--- src/rtl/alu_pkg.sv ---
// Shared types and defaults for the ALU execute unit.
package alu_pkg;

    localparam int unsigned WIDTH_DEFAULT = 8;

    typedef enum logic [2:0] {
        OP_MOV   = 3'b000,
        OP_CMP   = 3'b001,
        OP_ADD   = 3'b010,
        OP_SUB   = 3'b011,
        OP_NEG   = 3'b100,
        OP_SHIFT = 3'b101,
        OP_LOGIC = 3'b110,
        OP_RSVD  = 3'b111
    } aluop_t;

    typedef enum logic [1:0] {
        S_IDLE,
        S_SHIFT,
        S_DONE
    } state_t;

    // CMP only sets flags; the reserved opcode neither writes nor touches flags.
    function automatic logic op_writes(aluop_t op);
        return !(op == OP_CMP || op == OP_RSVD);
    endfunction

endpackage

--- src/rtl/alu_exec_unit_if.sv ---
// Request/response bundle between the decode/control stage and the ALU execute unit.
interface alu_exec_unit_if
    import alu_pkg::*;
#(
    parameter int unsigned WIDTH = WIDTH_DEFAULT
);
    logic             InValid;
    logic             InReady;
    logic [2:0]       Aluop;
    logic [WIDTH-1:0] DatA;
    logic [WIDTH-1:0] DatB;
    logic             LSL_sel;
    logic             ORR_sel;
    logic             OutValid;
    logic             OutReady;
    logic [WIDTH-1:0] Rslt;
    logic             WrEn;
    logic             Zero;
    logic             Neg;
    logic             Busy;

    modport master (
        output InValid, Aluop, DatA, DatB, LSL_sel, ORR_sel, OutReady,
        input  InReady, OutValid, Rslt, WrEn, Zero, Neg, Busy
    );

    modport slave (
        input  InValid, Aluop, DatA, DatB, LSL_sel, ORR_sel, OutReady,
        output InReady, OutValid, Rslt, WrEn, Zero, Neg, Busy
    );

endinterface

--- src/rtl/alu_core.sv ---
// Combinational single-cycle ALU ops; shifts and the reserved op yield zero here.
module alu_core
    import alu_pkg::*;
#(
    parameter int unsigned WIDTH = WIDTH_DEFAULT
) (
    input  aluop_t           op,
    input  logic [WIDTH-1:0] a,
    input  logic [WIDTH-1:0] b,
    input  logic             orr_sel,
    output logic [WIDTH-1:0] result
);

    always_comb begin
        result = '0;
        case (op)
            OP_MOV:   result = b;
            OP_CMP:   result = a - b;
            OP_ADD:   result = a + b;
            OP_SUB:   result = a - b;
            OP_NEG:   result = '0 - a;
            OP_LOGIC: result = orr_sel ? (a | b) : (a & b);
            default:  result = '0;
        endcase
    end

endmodule

--- src/rtl/alu_exec_unit.sv ---
// Handshaked ALU execute unit: single-cycle ops via alu_core, iterative 1-bit/cycle shifts,
// held result with write-enable, and the Zero/Neg flag register.
module alu_exec_unit
    import alu_pkg::*;
#(
    parameter int unsigned WIDTH = WIDTH_DEFAULT
) (
    input logic            Clk,
    input logic            Reset_n,
    alu_exec_unit_if.slave bus
);

    localparam int unsigned CntW = $clog2(WIDTH + 1);

    state_t           state_q;
    logic [WIDTH-1:0] work_q;
    logic [CntW-1:0]  cnt_q;
    logic             shr_q;
    logic [WIDTH-1:0] rslt_q;
    logic             wr_en_q;
    logic             out_valid_q;
    logic             zero_q;
    logic             neg_q;

    aluop_t           op;
    logic             accept;
    logic             shift_start;
    logic             take_only;
    logic             finish;
    logic [CntW-1:0]  amt;
    logic [WIDTH-1:0] core_rslt;
    logic [WIDTH-1:0] shifted;
    logic [WIDTH-1:0] fin_rslt;
    logic             fin_wr;
    logic             fin_upd;

    assign op          = aluop_t'(bus.Aluop);
    assign bus.InReady = (state_q == S_IDLE) || (state_q == S_DONE && bus.OutReady);
    assign accept      = bus.InValid && bus.InReady;
    assign shift_start = accept && (op == OP_SHIFT) && (amt != '0);
    assign take_only   = (state_q == S_DONE) && bus.OutReady && !bus.InValid;
    assign shifted     = shr_q ? (work_q >> 1) : (work_q << 1);

    assign bus.Rslt     = rslt_q;
    assign bus.WrEn     = wr_en_q;
    assign bus.OutValid = out_valid_q;
    assign bus.Zero     = zero_q;
    assign bus.Neg      = neg_q;
    assign bus.Busy     = (state_q != S_IDLE);

    alu_core #(
        .WIDTH (WIDTH)
    ) u_core (
        .op      (op),
        .a       (bus.DatA),
        .b       (bus.DatB),
        .orr_sel (bus.ORR_sel),
        .result  (core_rslt)
    );

    // Shift amounts of WIDTH or more saturate: WIDTH iterations always clear the word.
    always_comb begin
        amt = CntW'(WIDTH);
        if (bus.DatB < WIDTH'(WIDTH)) begin
            amt = CntW'(bus.DatB);
        end
    end

    // Value, write-enable and flag update for whichever result lands in DONE this edge.
    always_comb begin
        finish   = 1'b0;
        fin_rslt = core_rslt;
        fin_wr   = op_writes(op);
        fin_upd  = (op != OP_RSVD);
        if (state_q == S_SHIFT) begin
            finish   = (cnt_q == CntW'(1));
            fin_rslt = shifted;
            fin_wr   = 1'b1;
            fin_upd  = 1'b1;
        end else if (accept && !shift_start) begin
            finish = 1'b1;
            if (op == OP_SHIFT) begin
                fin_rslt = bus.DatA;
            end
        end
    end

    always_ff @(posedge Clk or negedge Reset_n) begin
        if (!Reset_n) begin
            state_q     <= S_IDLE;
            work_q      <= '0;
            cnt_q       <= '0;
            shr_q       <= 1'b0;
            rslt_q      <= '0;
            wr_en_q     <= 1'b0;
            out_valid_q <= 1'b0;
            zero_q      <= 1'b0;
            neg_q       <= 1'b0;
        end else begin
            if (state_q == S_SHIFT) begin
                work_q <= shifted;
                cnt_q  <= cnt_q - CntW'(1);
            end else if (shift_start) begin
                state_q     <= S_SHIFT;
                work_q      <= bus.DatA;
                cnt_q       <= amt;
                shr_q       <= bus.LSL_sel;
                out_valid_q <= 1'b0;
            end else if (take_only) begin
                state_q     <= S_IDLE;
                out_valid_q <= 1'b0;
            end

            if (finish) begin
                state_q     <= S_DONE;
                out_valid_q <= 1'b1;
                rslt_q      <= fin_rslt;
                wr_en_q     <= fin_wr;
                if (fin_upd) begin
                    zero_q <= (fin_rslt == '0);
                    neg_q  <= fin_rslt[WIDTH-1];
                end
            end
        end
    end

endmodule

--- src/flat_wrapper.sv ---
// flat-port wrapper written by rule: the top's interface ports become plain ports
module alu_exec_unit_flat import alu_pkg::*;
#(
    parameter int unsigned WIDTH = WIDTH_DEFAULT
)
  (Clk, Reset_n, bus_InValid, bus_Aluop, bus_DatA, bus_DatB, bus_LSL_sel, bus_ORR_sel, bus_OutReady, bus_InReady, bus_OutValid, bus_Rslt, bus_WrEn, bus_Zero, bus_Neg, bus_Busy);
  alu_exec_unit_if #(.WIDTH(WIDTH)) bus_i ();
  input logic Clk;
  input logic Reset_n;
  input wire logic [$bits(bus_i.InValid)-1:0] bus_InValid;
  input wire logic [$bits(bus_i.Aluop)-1:0] bus_Aluop;
  input wire logic [$bits(bus_i.DatA)-1:0] bus_DatA;
  input wire logic [$bits(bus_i.DatB)-1:0] bus_DatB;
  input wire logic [$bits(bus_i.LSL_sel)-1:0] bus_LSL_sel;
  input wire logic [$bits(bus_i.ORR_sel)-1:0] bus_ORR_sel;
  input wire logic [$bits(bus_i.OutReady)-1:0] bus_OutReady;
  output wire logic [$bits(bus_i.InReady)-1:0] bus_InReady;
  output wire logic [$bits(bus_i.OutValid)-1:0] bus_OutValid;
  output wire logic [$bits(bus_i.Rslt)-1:0] bus_Rslt;
  output wire logic [$bits(bus_i.WrEn)-1:0] bus_WrEn;
  output wire logic [$bits(bus_i.Zero)-1:0] bus_Zero;
  output wire logic [$bits(bus_i.Neg)-1:0] bus_Neg;
  output wire logic [$bits(bus_i.Busy)-1:0] bus_Busy;
  assign bus_i.InValid = bus_InValid;
  assign bus_i.Aluop = bus_Aluop;
  assign bus_i.DatA = bus_DatA;
  assign bus_i.DatB = bus_DatB;
  assign bus_i.LSL_sel = bus_LSL_sel;
  assign bus_i.ORR_sel = bus_ORR_sel;
  assign bus_i.OutReady = bus_OutReady;
  assign bus_InReady = bus_i.InReady;
  assign bus_OutValid = bus_i.OutValid;
  assign bus_Rslt = bus_i.Rslt;
  assign bus_WrEn = bus_i.WrEn;
  assign bus_Zero = bus_i.Zero;
  assign bus_Neg = bus_i.Neg;
  assign bus_Busy = bus_i.Busy;
  alu_exec_unit #(.WIDTH(WIDTH)) u_core (.Clk(Clk), .Reset_n(Reset_n), .bus(bus_i));
endmodule
--- config.mk ---
export PLATFORM = sky130hd
export DESIGN_NAME = alu_exec_unit_flat
export DESIGN_NICKNAME = d
export VERILOG_FILES = /design/src/rtl/alu_pkg.sv /design/src/rtl/alu_exec_unit_if.sv /design/src/rtl/alu_core.sv /design/src/rtl/alu_exec_unit.sv /design/src/flat_wrapper.sv
export SDC_FILE = /design/constraint.sdc
export NUM_CORES = 1
export LEC_CHECK = 0
export ABC_CLOCK_PERIOD_IN_PS = 2350
export CORE_UTILIZATION = 49
export CTS_CLUSTER_DIAMETER = 60
export CTS_CLUSTER_SIZE = 20
export DETAILED_ROUTE_END_ITERATION = 6
export GPL_TIMING_DRIVEN = 0
export PLACE_DENSITY = 0.83
export SYNTH_ARGS = -nofsm -noshare
export SYNTH_HDL_FRONTEND = slang
export SYNTH_SLANG_ARGS = --single-unit
--- constraint.sdc ---
create_clock -name Clk -period 2.35 [get_ports Clk]
set_input_delay 0.705 -clock Clk [delete_from_list [all_inputs] [get_ports Clk]]
set_output_delay 0.705 -clock Clk [all_outputs]
set_load 0.05 [all_outputs]
==> results.sh <==
export IMPL_max_ir_drop_vdd_v=0.000619
export IMPL_core_area_um2=4470
export IMPL_post_dp_hpwl_um=4670
export IMPL_worst_slew_pin_slew_ps=1170
export IMPL_yosys_most_used_dff="sky130_fd_sc_hd__dfrtp_1"
export IMPL_ys_top_cells_by_count="29 x sky130_fd_sc_hd__nor2_1, 26 x sky130_fd_sc_hd__dfrtp_1, 20 x sky130_fd_sc_hd__nand2_1"
export IMPL_vias_in_the_first_global_route=2244
export IMPL_setup_viol=9
export IMPL_switching_fraction_pct=43.7
export IMPL_count_of_different_cell_masters_after_synthesis=58
export IMPL_worst_ep_required_time_ps=2530
export IMPL_synth_area_per_cell_um2=8.79
export IMPL_tritoncts="done"
export IMPL_timing_reg2reg_setup_slack_ps=40
export IMPL_synth_fp_nets=306
export IMPL_grt_overflow=0
export IMPL_r2r_start="u_core.state_q[0]"
export IMPL_max_slew_margin_rel_pct=22.0
export IMPL_synth_largest_type_area_fraction_pct=27.7
export IMPL_min_delay_start="u_core.work_q[0]"
export IMPL_finalWeightedCongestion=0.904
export IMPL_p_switching_mw=1.14
export IMPL_slew_viol_final=0
export IMPL_floorplan_die_width_um=71.2
export IMPL_drive_above_1_share_pct=34.2
export IMPL_postCtsHoldBufs=0
export IMPL_power_leakage_nw=1.48
export IMPL_synth_ff_latch_count=26
export IMPL_antenna_cells_inserted=0
export IMPL_rsz0062_at_grt="yes"
export IMPL_std_cell_rows=24
export IMPL_syn_inst=267
export IMPL_fp_dieH_um=71.2
export IMPL_timing_hold_violations_final=0
export IMPL_post_drt_antenna_nets=0
export IMPL_criticalPathCategory="primary input to flop"
export IMPL_initial_utilization_pct=52.4
export IMPL_crit_path_end_kind="flop"
export IMPL_tritoncts_num_buffers=3
export IMPL_synth_enable_flop_cells=0
export IMPL_route_detailed_vias_per_inst=6.75
export IMPL_root_buffer="sky130_fd_sc_hd__clkbuf_8"
export IMPL_syn2layout_area_growth_pct=46.6
export IMPL_route_final_wire_length_um=8070
export IMPL_fmax_ghz=0.301
export IMPL_nNetsFinal=382
export IMPL_comb_power_share_pct=59.6
export IMPL_num_fill_cells=283
export IMPL_drcViolationCount=0
export IMPL_clock_power_share_pct=11.2
export IMPL_dominant_cell_type_by_area_after_synthesis="sky130_fd_sc_hd__dfrtp_1"
export IMPL_grt_util_all_layers_pct=27.2
export IMPL_path_max_fanout=5
export IMPL_pwr_density_cell_nw_per_um2=761
export IMPL_netlist_area_um2=2350
export IMPL_worst_endpoint_arrival_ps=3500
export IMPL_final_min_period_over_clock_period_pct=141
export IMPL_pre_cts_ws_ps=-1660
export IMPL_timing_clock_skew_ps=1.61
export IMPL_die_area_um2=5070
export IMPL_cts_root_to_sink_buffers=2
export IMPL_cp_start_kind="primary input"
export IMPL_postLayoutSetupSlackWorst_ps=-969
export IMPL_grt_first_pass_wirelength_um=10800
export IMPL_clock_tree_htree_level_count=1
export IMPL_drtIter0Drc=341
export IMPL_regToRegEndpoint="u_core.bus.Zero"
export IMPL_timing_reg2reg_worst_path_depth=6
export IMPL_outcome="complete, but fails checks"
export IMPL_post_place_cells=356
export IMPL_final_period_minus_worst_setup_slack_ps=3320
export IMPL_ioPinCount=39
export IMPL_drt_pass1_iter_count=6
export IMPL_cellInternalPower_mw=1.47
export IMPL_max_cap_violation_count=0
export IMPL_numPortBuffers=37
export IMPL_design_power_total_mw=2.62
export IMPL_failed_checks="setup timing"
export IMPL_post_drt_wl_per_cell_um=20.5
export IMPL_skew_pair_late_insertion_delay_ps=270
export IMPL_synth_most_common_cell="sky130_fd_sc_hd__nor2_1"
export IMPL_clock_sinks=26
export IMPL_yosysWarnings=0
export IMPL_clk_pin_slew_worst_paths_ps=90
export IMPL_min_path_cells=2
export IMPL_hold_path_class="flop to flop"
export IMPL_ys_async_sr_fraction_pct=100
export IMPL_maximum_number_of_pins_on_one_net_before_global_route_repair=27
export IMPL_num_vias=2660
export IMPL_layoutNonFillerInstCount=394
export IMPL_relative_contribution_of_sequential_cells_to_total_power_pct=29.3
export IMPL_antenna_found_initial=0
export IMPL_synth_yosys_seq_area_share_pct=27.7
export IMPL_synth_area_leaders="sky130_fd_sc_hd__dfrtp_1 28%, sky130_fd_sc_hd__ha_1 6.9%, sky130_fd_sc_hd__nor2_1 4.6%, sky130_fd_sc_hd__xnor2_1 4.1%, sky130_fd_sc_hd__mux2_2 3.8%"
export IMPL_timing_hold_worst_endpoint="u_core.work_q[0]"
## layer usage
layer	wire length (um)	track usage, %
met1	3100	36.2
met2	3590	46.1
met3	759	4.13
met4	630	7.33
met5	0	0
## power by group through the flow
stage                     clock [mW]  combinational [mW]  sequential [mW]
after floorplan                    0               0.630            0.998
after global placement             0                1.23            0.756
after detailed placement           0                1.26            0.762
after CTS                      0.298                1.37            0.754
after global routing           0.314                1.64            0.783
final                          0.292                1.56            0.766
## layout make-up
| class | instances | area [um2] | area share (%) |
|---|---|---|---|
| Buffer | 10 | 87.6 | 2.55 |
| Clock buffer | 4 | 55.1 | 1.60 |
| Inverter | 13 | 48.8 | 1.42 |
| Multi-Input combinational cell | 217 | 1870 | 54.3 |
| Sequential cell | 26 | 652 | 19.0 |
| Tap cell | 52 | 65.1 | 1.89 |
| Timing Repair Buffer | 72 | 662 | 19.3 |
## cells in the final DEF, fill, tap and decap left out, types with 4 or more instances in the layout
cell / instances
sky130_fd_sc_hd__mux2i_1: 6
sky130_fd_sc_hd__dfrtp_1: 25
sky130_fd_sc_hd__nand3_1: 8
sky130_fd_sc_hd__a31oi_1: 5
sky130_fd_sc_hd__and2_1: 5
sky130_fd_sc_hd__buf_8: 4
sky130_fd_sc_hd__xnor2_1: 9
sky130_fd_sc_hd__nor2_4: 5
sky130_fd_sc_hd__mux2_4: 4
sky130_fd_sc_hd__nand2_1: 20
sky130_fd_sc_hd__a21oi_2: 7
sky130_fd_sc_hd__inv_1: 12
sky130_fd_sc_hd__nor2_1: 23
sky130_fd_sc_hd__a22oi_1: 8
sky130_fd_sc_hd__a221o_1: 6
sky130_fd_sc_hd__mux2_2: 4
sky130_fd_sc_hd__o21a_1: 4
sky130_fd_sc_hd__dlygate4sd2_1: 5
sky130_fd_sc_hd__maj3_1: 6
sky130_fd_sc_hd__buf_6: 10
sky130_fd_sc_hd__clkbuf_8: 4
sky130_fd_sc_hd__clkdlybuf4s50_1: 21
sky130_fd_sc_hd__o21ai_0: 6
sky130_fd_sc_hd__ha_1: 11
sky130_fd_sc_hd__buf_4: 29
sky130_fd_sc_hd__o21ai_1: 4
## worst max-delay path by stage
stage,start,to,slack (ps),cells past startpoint
4_1_cts,bus_Aluop[0],u_core.bus.Zero,-880,13
3_5_place_dp,bus_Aluop[0],u_core.bus.Zero,-1660,13
3_3_place_gp,bus_Aluop[0],u_core.bus.Zero,-1640,13
5_1_grt,bus_Aluop[0],u_core.bus.Zero,-1080,16
6_report,bus_Aluop[0],u_core.bus.Zero,-970,16
2_1_floorplan,bus_Aluop[0],u_core.bus.Zero,-800,12
## worst max-delay path: stages
cell and delay [ps]:
sky130_fd_sc_hd__buf_8 100, sky130_fd_sc_hd__buf_8 100, sky130_fd_sc_hd__nor2b_4 120, sky130_fd_sc_hd__buf_6 130, sky130_fd_sc_hd__a31oi_2 200, sky130_fd_sc_hd__xnor2_1 200
sky130_fd_sc_hd__ha_1 350, sky130_fd_sc_hd__o21a_1 160, sky130_fd_sc_hd__o31a_1 130, sky130_fd_sc_hd__buf_4 150, sky130_fd_sc_hd__buf_6 110, sky130_fd_sc_hd__o31ai_4 220
sky130_fd_sc_hd__xor2_1 210, sky130_fd_sc_hd__o211a_1 240, sky130_fd_sc_hd__o21ai_2 80, sky130_fd_sc_hd__o41ai_2 290
## registers in the layout, summed over array words and instances (netlist names)
register	flops
u_core.bus.WrEn	1
u_core.bus.Zero	1
u_core.bus.Neg	1
u_core.state_q	2
u_core.work_q	8
u_core.shr_q	1
u_core.cnt_q	4
u_core.bus.Rslt	8
## cell families after synthesis
group	share of synthesized area (%)
flops	27.7
xor+xnor	4.85
fa+ha+maj	10.3
compound gates	25.1
buf+inv	5.44
mux	6.40
simple gates	20.1
## timing repair
action	4_1_cts	5_1_grt
endpoints found under the setup margin	28	20
setup buffers	22	13
pin swaps	26	29
resized for setup	73	42
## per-stage QoR
stage                     instance area, um2  TNS [ps]  hold WS (ps)  util (%)
after global routing                    3440     -5480           504      76.8
after CTS                               3190     -4230           485      71.2
final                                   3440     -4800           485      76.8
after global placement                  2840    -23110           460      63.6
after floorplan                         2410     -3540           409         -
after detailed placement                2840    -24030           465      63.6
Note: power is estimated with default switching activity, not from simulation.
